$ cat config.mk
export PLATFORM = sky130hd
export DESIGN_NAME = audio_sample_pacer
export DESIGN_NICKNAME = d
export VERILOG_FILES = /design/src/rtl/audio_sample_pacer.sv
export SDC_FILE = /design/constraint.sdc
export NUM_CORES = 1
export LEC_CHECK = 0
export ABC_AREA = 0
export CAP_MARGIN = 10
export CORE_MARGIN = 3
export CORE_UTILIZATION = 54
export DETAILED_ROUTE_END_ITERATION = 16
export GPL_TIMING_DRIVEN = 0
export PLACE_DENSITY = 0.81
export SYNTH_ARGS = -nofsm -noshare
export SYNTH_HDL_FRONTEND = slang
export SYNTH_SLANG_ARGS = --single-unit
export TNS_END_PERCENT = 5
$ cat constraint.sdc
create_clock -name clk -period 6.6 [get_ports clk]
set_clock_uncertainty 0.2 [all_clocks]
set_input_delay 1.32 -clock clk [delete_from_list [all_inputs] [get_ports clk]]
set_output_delay 1.32 -clock clk [all_outputs]
set_load 0.1 [all_outputs]
$ cat src/rtl/audio_sample_pacer.sv
`default_nettype none
// ============================================================================
// Module      : audio_sample_pacer
// Description : Single-sample holding stage between the flash reader and the
//               audio codec. Accepts one PCM sample via a valid/confirm
//               handshake and releases it, volume-scaled, on the next
//               synchronised sample-rate tick. Counts underruns.
// Revision    : 1.0 - initial release
// ============================================================================
module audio_sample_pacer #(
    parameter int DATA_W      = 16,
    parameter int SYNC_STAGES = 2,
    parameter int UCNT_W      = 16
) (
    input  logic              clk,
    input  logic              rst,              // asynchronous, active-low
    input  logic              sample_clk_async,
    input  logic [DATA_W-1:0] sample_in,
    input  logic              sample_valid,
    output logic              confirm_reciv,
    input  logic              pause,
    input  logic [2:0]        vol_shift,
    output logic [DATA_W-1:0] audio_out,
    output logic              audio_strobe,
    output logic [UCNT_W-1:0] underrun_cnt
);

    typedef enum logic [1:0] {
        ST_WAIT_DATA = 2'd0,
        ST_ACK       = 2'd1,
        ST_WAIT_TICK = 2'd2
    } state_t;

    localparam logic [UCNT_W-1:0] c_UCNT_MAX = {UCNT_W{1'b1}};
    localparam logic [UCNT_W-1:0] c_UCNT_ONE = {{(UCNT_W-1){1'b0}}, 1'b1};

    logic [SYNC_STAGES-1:0] r_sync;
    logic                   r_sync_prev;
    logic                   w_tick;
    logic                   w_take;

    state_t              r_state,   w_state_nxt;
    logic [DATA_W-1:0]   r_hold,    w_hold_nxt;
    logic [DATA_W-1:0]   r_audio,   w_audio_nxt;
    logic                r_confirm, w_confirm_nxt;
    logic                r_strobe,  w_strobe_nxt;
    logic [UCNT_W-1:0]   r_ucnt,    w_ucnt_nxt;

    logic signed [DATA_W-1:0] w_hold_s;
    logic        [DATA_W-1:0] w_scaled;

    // Bring the sample-rate clock into clk domain and keep the previous synchronised level
    always_ff @(posedge clk or negedge rst) begin
        if (!rst) begin
            r_sync      <= '0;
            r_sync_prev <= 1'b0;
        end else begin
            r_sync      <= {r_sync[SYNC_STAGES-2:0], sample_clk_async};
            r_sync_prev <= r_sync[SYNC_STAGES-1];
        end
    end

    assign w_tick = r_sync[SYNC_STAGES-1] & ~r_sync_prev;
    assign w_take = w_tick & ~pause;

    // Arithmetic attenuation keeps the sign of negative samples
    assign w_hold_s = r_hold;
    assign w_scaled = w_hold_s >>> vol_shift;

    // State register and registered outputs
    always_ff @(posedge clk or negedge rst) begin
        if (!rst) begin
            r_state   <= ST_WAIT_DATA;
            r_hold    <= '0;
            r_audio   <= '0;
            r_confirm <= 1'b0;
            r_strobe  <= 1'b0;
            r_ucnt    <= '0;
        end else begin
            r_state   <= w_state_nxt;
            r_hold    <= w_hold_nxt;
            r_audio   <= w_audio_nxt;
            r_confirm <= w_confirm_nxt;
            r_strobe  <= w_strobe_nxt;
            r_ucnt    <= w_ucnt_nxt;
        end
    end

    // Next-state and next-output logic; a tick with nothing eligible to send is an underrun
    always_comb begin
        w_state_nxt   = r_state;
        w_hold_nxt    = r_hold;
        w_audio_nxt   = r_audio;
        w_confirm_nxt = 1'b0;
        w_strobe_nxt  = 1'b0;
        w_ucnt_nxt    = r_ucnt;

        case (r_state)
            ST_WAIT_DATA: begin
                if (sample_valid) begin
                    w_hold_nxt    = sample_in;
                    w_confirm_nxt = 1'b1;
                    w_state_nxt   = ST_ACK;
                end
                if (w_take) begin
                    w_strobe_nxt = 1'b1;
                    if (r_ucnt != c_UCNT_MAX) begin
                        w_ucnt_nxt = r_ucnt + c_UCNT_ONE;
                    end
                end
            end
            ST_ACK: begin
                // Reader is still leaving its confirm state; its valid is stale here
                w_state_nxt = ST_WAIT_TICK;
                if (w_take) begin
                    w_strobe_nxt = 1'b1;
                    if (r_ucnt != c_UCNT_MAX) begin
                        w_ucnt_nxt = r_ucnt + c_UCNT_ONE;
                    end
                end
            end
            ST_WAIT_TICK: begin
                if (w_take) begin
                    w_audio_nxt  = w_scaled;
                    w_strobe_nxt = 1'b1;
                    w_state_nxt  = ST_WAIT_DATA;
                end
            end
            default: begin
                w_state_nxt = ST_WAIT_DATA;
            end
        endcase
    end

    assign confirm_reciv = r_confirm;
    assign audio_strobe  = r_strobe;
    assign audio_out     = r_audio;
    assign underrun_cnt  = r_ucnt;

endmodule
`default_nettype wire

Word level (Yosys, flattened, before mapping)
Index checks and enable logic that the tools add are counted.
{ "totals": {"in_bits": 24, "output_inout_bits": 34, "reg_bits": 55, "elab_cells": 33} }
{ "op_classes": {"n_bitwise": 4, "n_reduce_logical": 7, "shift": 1, "n_addsub": 1, "n_mux": 7, "n_eq_ne": 5} }
{ "op_table": {"columns": ["operator", "n"], "rows": [
  ["$add 16x1->16 const B", 1],
  ["$ne 16x16->1 const B", 1],
  ["$sshr 16x3->16", 1],
  ["$pmux 2 s3", 1],
  ["$reduce_and 2->1", 3],
  ["$mux 1", 4],
  ["$mux 2", 2],
  ["$ne 2x2->1 const B", 2],
  ["$reduce_and 3->1", 1],
  ["$reduce_or 3->1", 1],
  ["$and 1x1->1", 2],
  ["$eq 2x1->1 const B", 1],
  ["$eq 2x2->1 const B", 1],
  ["$logic_not 2->1", 1],
  ["$not 1->1", 2],
  ["$reduce_or 2->1", 1]
]} }

Depth between registers and ports, before layout
{ "depth": {"ltp_word": 5, "ltp_mapped": 6, "mapped_depth_nobuf": 5} }

Least setup slack after synthesis
Ideal clock, no wire load.
{ "synth_timing": {"path_type": "input port to flip-flop", "start": "in pause", "end": "reg r_audio[0], in the netlist audio_out[0]", "arrival_ns": 2.702, "cell_stages": 6, "n_path_buf": 2, "t_required_ns": 6.265, "setup_slack_ns": 3.563, "setup_time_ns": 0.135, "cell_sequence": "or3b_2 -> or3b_2 -> clkbuf_1 -> clkbuf_1 -> nand2_1 -> o21ai_0"} }
{ "synth_via": {"elab_chain_len": 3} }
{ "synth_rtl": {"columns": ["item", "line_no", "source"], "rows": [
  ["start, declared", "21", "input logic pause,"],
  ["$not 1->1", "64", "assign w_take = w_tick & ~pause;"],
  ["$and 1x1->1", "64", null],
  ["$reduce_and 2->1 (no source line)", null, null],
  ["end signal, assigned", "82", "r_audio <= w_audio_nxt;"],
  ["end, declared", "44", "logic [DATA_W-1:0] r_audio, w_audio_nxt;"]
]} }
No other way between the ends.
A chain may end at the register's enable or synchronous reset.

Worst setup path after layout
{ "layout_timing": {"start": "reg r_ucnt[12], in the netlist underrun_cnt[12]", "end": "out underrun_cnt[12]"} }
{ "layout_lines": {"columns": ["item", "line_no", "source"], "rows": [
  ["start, declared", "47", "logic [UCNT_W-1:0] r_ucnt, w_ucnt_nxt;"],
  ["start signal, assigned", "85", "r_ucnt <= w_ucnt_nxt;"],
  ["end, declared", "25", "output logic [UCNT_W-1:0] underrun_cnt"]
]} }
No word-level cell between the ends.

==> results.cfg <==
[synthesis]
synthesis.nets = 245
synth_top_family_by_area = multiplexers
muxShareOfSynthArea_pct = 26.5
synth_edf_count = 0
synthCells = 220
synth.distinct_cells = 28
yosys.area.top_type = dfrtp_1
ys_ff_latch = 55
synth_fa_ha_area_share_pct = 0.464
synthArstFlopShare_pct = 100
synth-xor-area-share_pct = 4.55
synth-compound-area-share_pct = 3.34
yosysSeqAreaShare_pct = 51.0
syn_area_sq_um = 2700
yosysWarnings = 0
synth_top_area_share_pct = 51.0
synthTopCellsByArea = dfrtp_1, mux2i_1, mux2_2, mux4_2, xor2_1
avgSynthCellArea_sq_um = 12.3
yosys.area_share.simple_pct = 11.8
ys.flop_type = dfrtp_1

[clocking]
cts_setup_buffers = 0
clk_pin_slew_ps = 100
cts_buffers = 5
clock-root-buffer = clkbuf_8
cts_tree = done
cts.sinks = 55
clk_path_buf_depth = 2
hold_buffers = 0
insertion_delay_ps = 310
cts-resized-gates = 0
htree_levels = 2

[routing]
via_count = 1889
drc_errors = 0
drt_iter0_markers = 82
wl_per_cell_microns = 15.0
vias_per_cell = 5.40
drtPass1Iterations = 4
detail-route-antenna-nets = 0
drt_wl_total_microns = 5230

[worst_setup_path]
crit_fanout = 6
worstSetupStartpoint = underrun_cnt[12]$_DFFE_PN0P_
reg2regPathDepth = 6
path_cells = clkdlybuf4s50_1
critPathTopFamily = buffers and inverters
crit_buf_inv = 1
critical_path_depth = 1
max_stage_delay_ps = 1170
crit_type = flip-flop to primary output
cp-end-kind = primary output
cp_data_required_time_ps = 5080
reg2reg_from = underrun_cnt[0]$_DFFE_PN0P_
start_kind = flip-flop
arrival_ps = 1940
crit_slowest_cell = clkdlybuf4s50_1

[run_status]
status = finished clean

[sta]
rsz0062_at_grt = no
slew_headroom_pct = 32.9
tightest_slew_ps = 1000
finalSetupTns_ps = 0
min_period_ps = 3460
period_share_pct = 52.5
hold_violations = 0
finalMaxSlewViolations = 0
timing.fmax_mhz = 289
setup_viol_count_final = 0

[finish]
final_area_sq_um = 3450
antenna_cells = 0
final_common_cell = dfrtp_1
fin_nets = 307
instances_no_fill = 350
drive_gt1_share_pct = 17.3
layout-area-overhead-vs-synth_pct = 28.0
final_cell_mix = dfrtp_1, clkdlybuf4s50_1, mux2i_1

[floorplanning]
rows = 25
die_y_microns = 76.7
core-area_sq_um = 4790
die_area_sq_um = 5880
initial_utilization_pct = 56.4
die_w_microns = 76.7
ios = 58

[grt]
grt_pass1_vias = 1885
grt_use_total_pct = 19.3
grt_pass1_wl_microns = 9110
use_met2_pct = 30.2
use_met1_pct = 26.1
grt_max_degree = 29
use_met3_pct = 4.81
top_usage_layer = met2
grt-ovfl-total = 0
antenna_found_initial = 0

[power_and_ir_drop]
p_total_w = 0.00166
power.leakage_nw = 1.52
peakVddDrop_v = 0.000255
p_per_area_nw_per_um2 = 481

[job]
max_cap_violations = 0

[placed_design]
gp_congestion = 0.814
dp_hpwl_microns = 4030
dp.cells = 342
portBuffers = 54
post_dp_cell_area_sq_um = 3340

[hold_path]
whs_path_depth = 0
hold_path.startpoint = r_sync[0]$_DFF_PN0_
hold_class = flip-flop to flip-flop
[sequential cells by signal, indices dropped and copies added (netlist names)]
name,count
audio_out,16
r_hold,16
underrun_cnt,16
r_state,2
r_sync,2
audio_strobe,1
confirm_reciv,1
r_sync_prev,1
[routing by layer]
layer | wire length, microns | vias up
met5 | 0 | -
met4 | 91 | 0
met3 | 215 | 7
met2 | 2480 | 46
met1 | 2440 | 918
li1 | - | 918
[Yosys cell counts (2+ instances only)]
library cell  count
buf_2             3
mux4_2            7
nor4_1            5
nand2_1          20
clkbuf_1         10
mux2i_1          32
o21ai_0          17
xor2_1           11
nor3_2            2
nand4_1           5
nand3_1           4
inv_1             2
or3b_2            2
nor3b_1           2
nor2_1            5
nor3_1            4
mux2_2           21
nor4b_1           2
xnor2_1           3
dfrtp_1          55
[logic make-up after synthesis]
family	after synthesis
xor gates and xnor gates	14
AOI/OAI and AO/OA	18
and+or+nand+nor	56
DFF	55
buffers and inverters	16
adders and majority gates	1
muxes	60
[worst paths after layout]
check	slack (ps)	endpoint
worst min-delay path	160	r_sync[1]$_DFF_PN0_
min in group asynchronous	810	underrun_cnt[10]$_DFFE_PN0P_
worst min register to register	160	r_sync[1]$_DFF_PN0_
worst max-delay path	3140	underrun_cnt[12]
max in group asynchronous	4830	r_hold[13]$_DFFE_PN0P_
worst max register to register	4120	underrun_cnt[6]$_DFFE_PN0P_
[where the power goes]
group	internal [W]	leakage [nW]	switching, W
combinational	0.000277	0.779	0.000610
sequential	0.000452	0.682	0.0000978
clock	0.000115	0.0587	0.000111
total	0.000844	1.52	0.000819
[per-stage QoR]
stage,setup slack (ps),utilization [%],hold slack (ps)
global placement,2440,69.4,136
floorplan,3560,-,131
CTS,3140,72.2,164
global route,3080,72.2,177
finish,3140,72.2,163
detailed placement,2900,69.7,140
[cell type report]
type / instances / area [sq um]
Buffer: 14 / 56.3
Tap cell: 67 / 83.8
Inverter: 2 / 7.51
Clock inverter: 3 / 47.5
Multi-Input combinational cell: 149 / 1260
Clock buffer: 5 / 68.8
Timing Repair Buffer: 55 / 556
Sequential cell: 55 / 1380
Fill cell: 352 / 1330
(Power assumes the default switching activity.)
